--- config.mk ---
export PLATFORM = sky130hd
export DESIGN_NAME = gal_vector_sweeper
export DESIGN_NICKNAME = d
export VERILOG_FILES = /design/src/rtl/gal_vector_sweeper.sv
export SDC_FILE = /design/constraint.sdc
export NUM_CORES = 1
export LEC_CHECK = 0
export BUFFER_PORTS_ARGS = -buffer_cell sky130_fd_sc_hd__buf_2
export CORE_ASPECT_RATIO = 1.4
export CORE_MARGIN = 2
export CORE_UTILIZATION = 31
export DETAILED_ROUTE_END_ITERATION = 7
export PLACE_DENSITY = 0.53
export SYNTH_ARGS = -nofsm -noshare
export SYNTH_HDL_FRONTEND = slang
export SYNTH_SLANG_ARGS = --single-unit
export TNS_END_PERCENT = 1
--- constraint.sdc ---
create_clock -name CLK -period 2.3 [get_ports CLK]
set_input_delay 0.23 -clock CLK [delete_from_list [all_inputs] [get_ports CLK]]
set_output_delay 0.23 -clock CLK [all_outputs]
set_load 0.005 [all_outputs]
--- src/rtl/gal_vector_sweeper.sv ---
// ---------------------------------------------------------------------------
// gal_vector_sweeper
//
// Exhaustive stimulus/response engine for combinational programmable-logic
// models (e.g. GAL22V10_io). Drives every input vector 0 .. 2^IN_WIDTH-1 on I.
// Each vector is held for SETTLE_CYCLES+1 cycles, and the device response IOQ
// is sampled on the final edge of that window. Every sample is folded into a
// 16-bit MISR, so the whole truth table reduces to one signature word.
//
// Optional feature macro: GAL_SWEEP_STB_EN
//   When defined, two per-vector logging outputs are added:
//     STB - high during each SAMPLE cycle.
//     CAP - the IOQ value registered on that SAMPLE edge.
//   The signature behaviour is the same with or without the macro.
//
// Parameters:
//   IN_WIDTH       stimulus width
//   OUT_WIDTH      response width (<= 16)
//   SETTLE_CYCLES  hold cycles before the sample cycle (>= 1)
//   SIG_SEED       MISR value loaded on reset and on START
//   SIG_POLY       MISR feedback polynomial
//
// Ports:
//   CLK    in   clock, rising edge
//   RST    in   asynchronous active-high reset
//   START  in   begin a sweep (only acted on in IDLE)
//   I      out  stimulus vector to the device
//   IOQ    in   device response
//   BUSY   out  high while sweeping
//   DONE   out  high from sweep completion until the next START or reset
//   SIG    out  MISR signature
//   STB    out  (GAL_SWEEP_STB_EN only) sample strobe
//   CAP    out  (GAL_SWEEP_STB_EN only) captured response
// ---------------------------------------------------------------------------
module gal_vector_sweeper #(
    parameter int          IN_WIDTH      = 12,
    parameter int          OUT_WIDTH     = 10,
    parameter int          SETTLE_CYCLES = 4,
    parameter logic [15:0] SIG_SEED      = 16'hFFFF,
    parameter logic [15:0] SIG_POLY      = 16'h1021
) (
    input  logic                 CLK,
    input  logic                 RST,
    input  logic                 START,
    output logic [IN_WIDTH-1:0]  I,
    input  logic [OUT_WIDTH-1:0] IOQ,
    output logic                 BUSY,
    output logic                 DONE,
    output logic [15:0]          SIG
`ifdef GAL_SWEEP_STB_EN
    ,
    output logic                 STB,
    output logic [OUT_WIDTH-1:0] CAP
`endif
);

    // The counter only has to reach SETTLE_CYCLES-1. It is kept at least
    // 1 bit wide so that SETTLE_CYCLES=1 still elaborates.
    localparam int CNT_W = (SETTLE_CYCLES > 1) ? $clog2(SETTLE_CYCLES) : 1;
    localparam logic [CNT_W-1:0] CNT_LAST = CNT_W'(SETTLE_CYCLES - 1);

    typedef enum logic [1:0] {
        ST_IDLE   = 2'd0,
        ST_SETTLE = 2'd1,
        ST_SAMPLE = 2'd2
    } state_t;

    state_t               r_state;
    logic [CNT_W-1:0]     r_cnt;
    logic [IN_WIDTH-1:0]  r_vec;
    logic [15:0]          r_sig;
    logic                 r_done;

    state_t               w_nstate;
    logic [CNT_W-1:0]     w_cnt;
    logic [IN_WIDTH-1:0]  w_vec;
    logic [15:0]          w_sig;
    logic                 w_done;
    logic [15:0]          w_ioq_ext;
    logic [15:0]          w_sig_step;

    // IOQ is data only: any X/Z on it is allowed to reach the signature.
    assign w_ioq_ext  = 16'(IOQ);
    assign w_sig_step = ({r_sig[14:0], 1'b0} ^ (r_sig[15] ? SIG_POLY : 16'h0000))
                        ^ w_ioq_ext;

    // State register
    always_ff @(posedge CLK or posedge RST) begin
        if (RST) begin
            r_state <= ST_IDLE;
        end else begin
            r_state <= w_nstate;
        end
    end

    // Next-state and datapath next values
    always_comb begin
        w_nstate = r_state;
        w_cnt    = r_cnt;
        w_vec    = r_vec;
        w_sig    = r_sig;
        w_done   = r_done;
        case (r_state)
            ST_IDLE: begin
                if (START) begin
                    w_nstate = ST_SETTLE;
                    w_vec    = '0;
                    w_sig    = SIG_SEED;
                    w_cnt    = '0;
                    w_done   = 1'b0;
                end
            end
            ST_SETTLE: begin
                if (r_cnt == CNT_LAST) begin
                    w_nstate = ST_SAMPLE;
                end else begin
                    w_cnt = r_cnt + 1'b1;
                end
            end
            ST_SAMPLE: begin
                w_sig = w_sig_step;
                // Stop on the last vector instead of wrapping. I is left at all-ones.
                if (&r_vec) begin
                    w_done   = 1'b1;
                    w_nstate = ST_IDLE;
                end else begin
                    w_vec    = r_vec + 1'b1;
                    w_cnt    = '0;
                    w_nstate = ST_SETTLE;
                end
            end
            default: begin
                w_nstate = ST_IDLE;
            end
        endcase
    end

    // Datapath registers
    always_ff @(posedge CLK or posedge RST) begin
        if (RST) begin
            r_cnt  <= '0;
            r_vec  <= '0;
            r_sig  <= SIG_SEED;
            r_done <= 1'b0;
        end else begin
            r_cnt  <= w_cnt;
            r_vec  <= w_vec;
            r_sig  <= w_sig;
            r_done <= w_done;
        end
    end

    assign I    = r_vec;
    assign SIG  = r_sig;
    assign DONE = r_done;
    assign BUSY = (r_state != ST_IDLE);

`ifdef GAL_SWEEP_STB_EN
    logic [OUT_WIDTH-1:0] r_cap;

    always_ff @(posedge CLK or posedge RST) begin
        if (RST) begin
            r_cap <= '0;
        end else if (r_state == ST_SAMPLE) begin
            r_cap <= IOQ;
        end
    end

    assign STB = (r_state == ST_SAMPLE);
    assign CAP = r_cap;
`endif

endmodule

## After elaboration in Yosys (flattened, before gate mapping)

Cells that the tools add are included.

- Reductions and logical operators: 10
- Add/subtract/negate cells: 2
- Div/mod/pow operators: 0
- Bitwise operators: 2
- $mul: 0
- Shift operators: 0
- Equal/unequal tests: 8
- $lt $le $gt $ge: 0
- Muxes and demuxes: 17

Operators with widths:

| operator | number |
|---|---|
| $pmux 16 s2 | 1 |
| $mux 12 | 2 |
| $pmux 12 s2 | 1 |
| $mux 16 | 1 |
| $xor 16x10->16 | 1 |
| $xor 16x13->16 | 1 |
| $mux 13 | 1 |
| $add 12x1->12 const B | 1 |
| $pmux 2 s3 | 2 |
| $reduce_and 12->1 | 1 |
| $mux 2 | 5 |
| $ne 2x2->1 const B | 5 |
| $reduce_and 3->1 | 2 |
| $eq 2x2->1 const B | 2 |
| $reduce_and 2->1 | 2 |
| $reduce_and 4->1 | 1 |
| $reduce_bool 2->1 | 2 |
| $mux 1 | 3 |
| $reduce_bool 3->1 | 1 |
| $add 2x1->2 const B | 1 |
| $eq 2x1->1 const B | 1 |
| $logic_not 2->1 | 1 |
| $pmux 1 s2 | 1 |

- Latch bits: 0
- Register bits after elaboration: 33
- Bits in read-only memories: 0
- Output and inout port bits: 30
- Memories: 0
- Input port bits: 13
- RAM bits: 0

## Depth between registers and ports, before layout

- Word-level depth: 4
- Depth in mapped cells: 6
- Mapped depth without buffers: 5

## Least setup slack after synthesis

Ideal clock, no wire load.

- Path kind: flip-flop to flip-flop
- From: register r_vec[0], in the netlist I[0]
- To: register r_vec[9], in the netlist I[9]
- Cell stages (with the launch flop): 7
- Buffers on the path: 1
- Path slack: 0.790 ns
- Clock period less this slack: 1.510 ns
- Arrival time: 1.414 ns
- Cell sequence: dfrtp_1 ha_1 nand4_1 o41ai_2 buf_4 o21ai_1 o31ai_1

- Cells in the longest elaborated chain, start to end: 3
- Elaborated cells on any way between the ends: 6

RTL lines:

| item | line | RTL |
|---|---|---|
| start: declaration | 70 | `logic [IN_WIDTH-1:0] r_vec;` |
| start signal: assignment | 147 | `r_vec <= w_vec;` |
| $add 12x1->12 / $reduce_and 12->1 (equally long branches) | 127, 123 |  |
| $mux 12 / $ne 2x2->1 (equally long branches) | n/a |  |
| $pmux 12 s2 / $reduce_and 3->1 (equally long branches) | n/a |  |

Several ways; a longest one is shown, not always the timed one. The select of a mux whose other input is x is not followed.
A chain may end at the register's enable or synchronous reset.

## Worst setup path after layout

- From: register r_vec[1], in the netlist I[1]
- To: register r_vec[5], in the netlist I[5]

Same word-level chain as after synthesis.

==> impl_metrics.py <==
metrics = {
    "clock_network": {
        "cts_buffer_depth": 2,
        "htree_num_levels": 2,
        "post-cts-setup-buffer-count": 0,
        "cts_repair_resize_count": 0,
        "tritoncts": "done",
        "cts.sinks": 33,
        "cts-hold-fix-buffers": 0,
        "insertion_delay_ns": 0.28,
        "cts-root-buf": "sky130_fd_sc_hd__clkbuf_8",
        "path_clk_slew_ns": 0.07,
        "cts_buffers": 5,
    },
    "floorplanning": {
        "io-pin-count": 43,
        "placementRows": 31,
        "floorplan.die.width_um": 64.8,
        "die_h_um": 89.1,
        "coreArea_um2": 5080,
        "floorplan.initialDensity_pct": 31.6,
        "floorplan.die_area_um2": 5770,
    },
    "global_route": {
        "grt_pass1_wl_um": 6330,
        "largest_net_degree_at_the_start_of_global_routing": 34,
        "first_global_vias": 1310,
        "grt_resource_usage_total_pct": 14.3,
        "antenna_found_initial": 0,
        "grt.overflow.total": 0,
    },
    "routing": {
        "initialDrtViolationCount": 65,
        "ratio_of_routed_vias_to_standard_cells": 4.96,
        "number_of_detailed_routing_iterations_run_before_antenna_repair": 4,
        "drt-total-wl_um": 3710,
        "detail_route.wl_per_cell_um": 13.5,
        "postRouteAntennaNets": 0,
        "dr_total_vias": 1358,
        "drc_errors": 0,
    },
    "worst_setup_path": {
        "timing.critical_path.mode_cell": "sky130_fd_sc_hd__o21ai_0",
        "end_kind": "flop",
        "criticalPathCategory": "reg2reg",
        "worstPathBufferInverterCount": 1,
        "cp_max_fo": 8,
        "worst_path_dominant_cell_family": "compound AO/OA/AOI/OAI gates",
        "critPathRequiredTime_ns": 2.50,
        "max_stage_delay_ns": 0.51,
        "critical_path.cell_chain": "ha_1, nand4_1, o41ai_2, buf_4, o21ai_0, o21ai_0",
        "crit_slowest_cell": "sky130_fd_sc_hd__o41ai_2",
        "cp-start-kind": "flop",
        "cp.arrival_ns": 1.99,
    },
    "pwr": {
        "seq_power_share_pct": 47.8,
        "power.combinational.fraction_pct": 30.0,
        "power_leakage_nw": 0.859,
        "max-vdd-ir-drop_uv": 429,
        "net_switching_share_of_the_total_power_pct": 33.2,
        "power.net_switching_mw": 0.626,
        "p_int_mw": 1.26,
        "clock_power_share_pct": 22.2,
        "pwr_density_cell_nw_per_um2": 952,
    },
    "yosys": {
        "syn_inst": 161,
        "yosys_warnings": 0,
        "synthesis.nets": 176,
        "synth-seq-cells": 33,
        "yosys.cell_types.count": 37,
        "syn-mean-instance-area_um2": 9.96,
        "combined_area_of_all_synthesized_cells_um2": 1600,
        "synth_seq_area_share_pct": 52.7,
    },
    "final_layout": {
        "leading_cell_type_in_the_layout_fill_and_taps_excluded": "sky130_fd_sc_hd__buf_2",
        "nets": 222,
        "stdcell_count": 274,
        "antenna-diode-count": 0,
        "mostFrequentLayoutCells": "sky130_fd_sc_hd__buf_2 (42), sky130_fd_sc_hd__dfrtp_1 (17), sky130_fd_sc_hd__dfstp_2 (16), sky130_fd_sc_hd__a21oi_1 (16), sky130_fd_sc_hd__nor2_1 (15)",
        "layout-area-overhead-vs-synth_pct": 23.4,
        "fillers": 515,
        "drive_above_1_share_pct": 35.6,
    },
    "sta": {
        "period_minus_slack_ns": 1.79,
        "final-setup-viol-count": 0,
        "drv_slew": 0,
        "final_clock_period_utilization_by_the_worst_path_pct": 78.0,
        "rsz0062_at_grt": "no",
        "final.setup.tns_ns": 0,
        "tightest_slew_ns": 0.608,
        "final_hold_violation_count": 0,
        "max_clock_freq_mhz": 557,
        "post-route-worst-setup-slack_ns": 0.506,
        "fin_worst_skew_ns": 0.00243,
        "max_slew_margin_pct": 59.4,
    },
    "status": {
        "outcome": "complete, no violations",
    },
    "placed_design": {
        "gp_congestion": 0.784,
        "port_buffers": 42,
        "detailedPlacementHpwl_um": 2620,
        "place_inst": 266,
        "dp_slack_ns": 0.499,
    },
    "run": {
        "cap_viol_max_count": 0,
    },
    "min_path": {
        "worst_hold_path_type": "in2async",
    },
}
==> per-layer routing <==
metal  up-vias  track usage (%)  wire, µm
li1        665                -         -
met5         -                0         0
met3         7             3.27       228
met2        47             22.9      1690
met4         0             6.58        71
met1       639             18.4      1720
==> cell usage after synthesis, drive strengths merged <==
cell	number	area [µm²]
a21oi	16	80.1
a22o	1	8.76
a311oi	1	8.76
a31o	1	8.76
a31oi	1	6.26
a41oi	1	8.76
and2	1	6.26
and3	4	25.0
and4	1	8.76
buf	5	26.3
clkbuf	3	11.3
dfrtp	17	425
dfstp	16	420
ha	2	25.0
inv	6	22.5
nand2	14	52.6
nand2b	1	6.26
nand3	8	40.0
nand4	3	18.8
nor2	15	56.3
nor2b	1	6.26
nor3	1	10.0
o2111ai	1	8.76
o211ai	3	22.5
o21ai	11	55.1
o21ba	1	10.0
o22a	5	43.8
o311ai	1	8.76
o31ai	3	22.5
o41ai	1	16.3
or3	2	12.5
or4	1	7.51
xnor2	11	96.3
xor2	2	17.5
==> path summary, 6_finish.rpt <==
path	to	cells past startpoint	slack, ns	start
worst min-delay path	I[11]$_DFFE_PP0P_	3	0.03	RST
worst max register to register	I[5]$_DFFE_PP0P_	6	0.51	I[1]$_DFFE_PP0P_
worst min register to register	SIG[9]$_DFFE_PP1P_	2	0.51	SIG[9]$_DFFE_PP1P_
worst max-delay path	I[5]$_DFFE_PP0P_	6	0.51	I[1]$_DFFE_PP0P_
max in group asynchronous	SIG[11]$_DFFE_PP1P_	3	1.94	RST
min in group CLK	DONE$_DFFE_PP0P_	2	0.19	START
==> registers in the layout, summed over array words and instances (netlist names) <==
| register | count |
|---|---|
| r_cnt | 2 |
| r_state | 2 |
| SIG | 16 |
| DONE | 1 |
| I | 12 |
==> worst reg2reg max path: stages, from the launching register on <==
cell and delay [ns]:
sky130_fd_sc_hd__dfrtp_1 0.41, sky130_fd_sc_hd__ha_1 0.20, sky130_fd_sc_hd__nand4_1 0.18, sky130_fd_sc_hd__o41ai_2 0.51
sky130_fd_sc_hd__buf_4 0.24, sky130_fd_sc_hd__o21ai_0 0.09, sky130_fd_sc_hd__o21ai_0 0.08
==> cells by family after synthesis <==
| logic type | synth area share [%] |
|---|---|
| simple gates | 15.6 |
| compound gates | 19.3 |
| flops | 52.7 |
| buf+inv | 3.74 |
| xor+xnor | 7.10 |
| fa+ha+maj | 1.56 |
==> through the flow <==
stage / util (%) / power, mW / hold WS (ns) / cell area, µm²
final: 39.0 / 1.88 / 0.0306 / 1980
after global routing: 39.0 / 2.04 / 0.0632 / 1980
after CTS: 39.0 / 1.91 / 0.0435 / 1980
after detailed placement: 37.3 / 1.48 / 0.350 / 1900
after global placement: 37.3 / 1.48 / 0.341 / 1900
after floorplan: - / 1.26 / 0.344 / 1600
==> area by class of cell <==
| type | instances | area (µm²) | area share, % |
|---|---|---|---|
| multi-input cells | 114 | 698 | 35.3 |
| flip-flops and latches | 33 | 846 | 42.7 |
| clock buffers | 6 | 72.6 | 3.67 |
| repair buffers | 47 | 248 | 12.5 |
| clock inverters | 2 | 10.0 | 0.506 |
| inverters | 6 | 22.5 | 1.14 |
| well taps | 66 | 82.6 | 4.17 |
==> power groups by stage <==
stage / Combinational [mW] / Sequential [mW] / Clock (mW)
4_1_cts: 0.573 / 0.903 / 0.435
3_3_place_gp: 0.570 / 0.908 / 0
6_report: 0.564 / 0.901 / 0.418
3_5_place_dp: 0.569 / 0.912 / 0
2_1_floorplan: 0.367 / 0.898 / 0
5_1_grt: 0.648 / 0.932 / 0.464
Power figures use the tool's default switching activity.
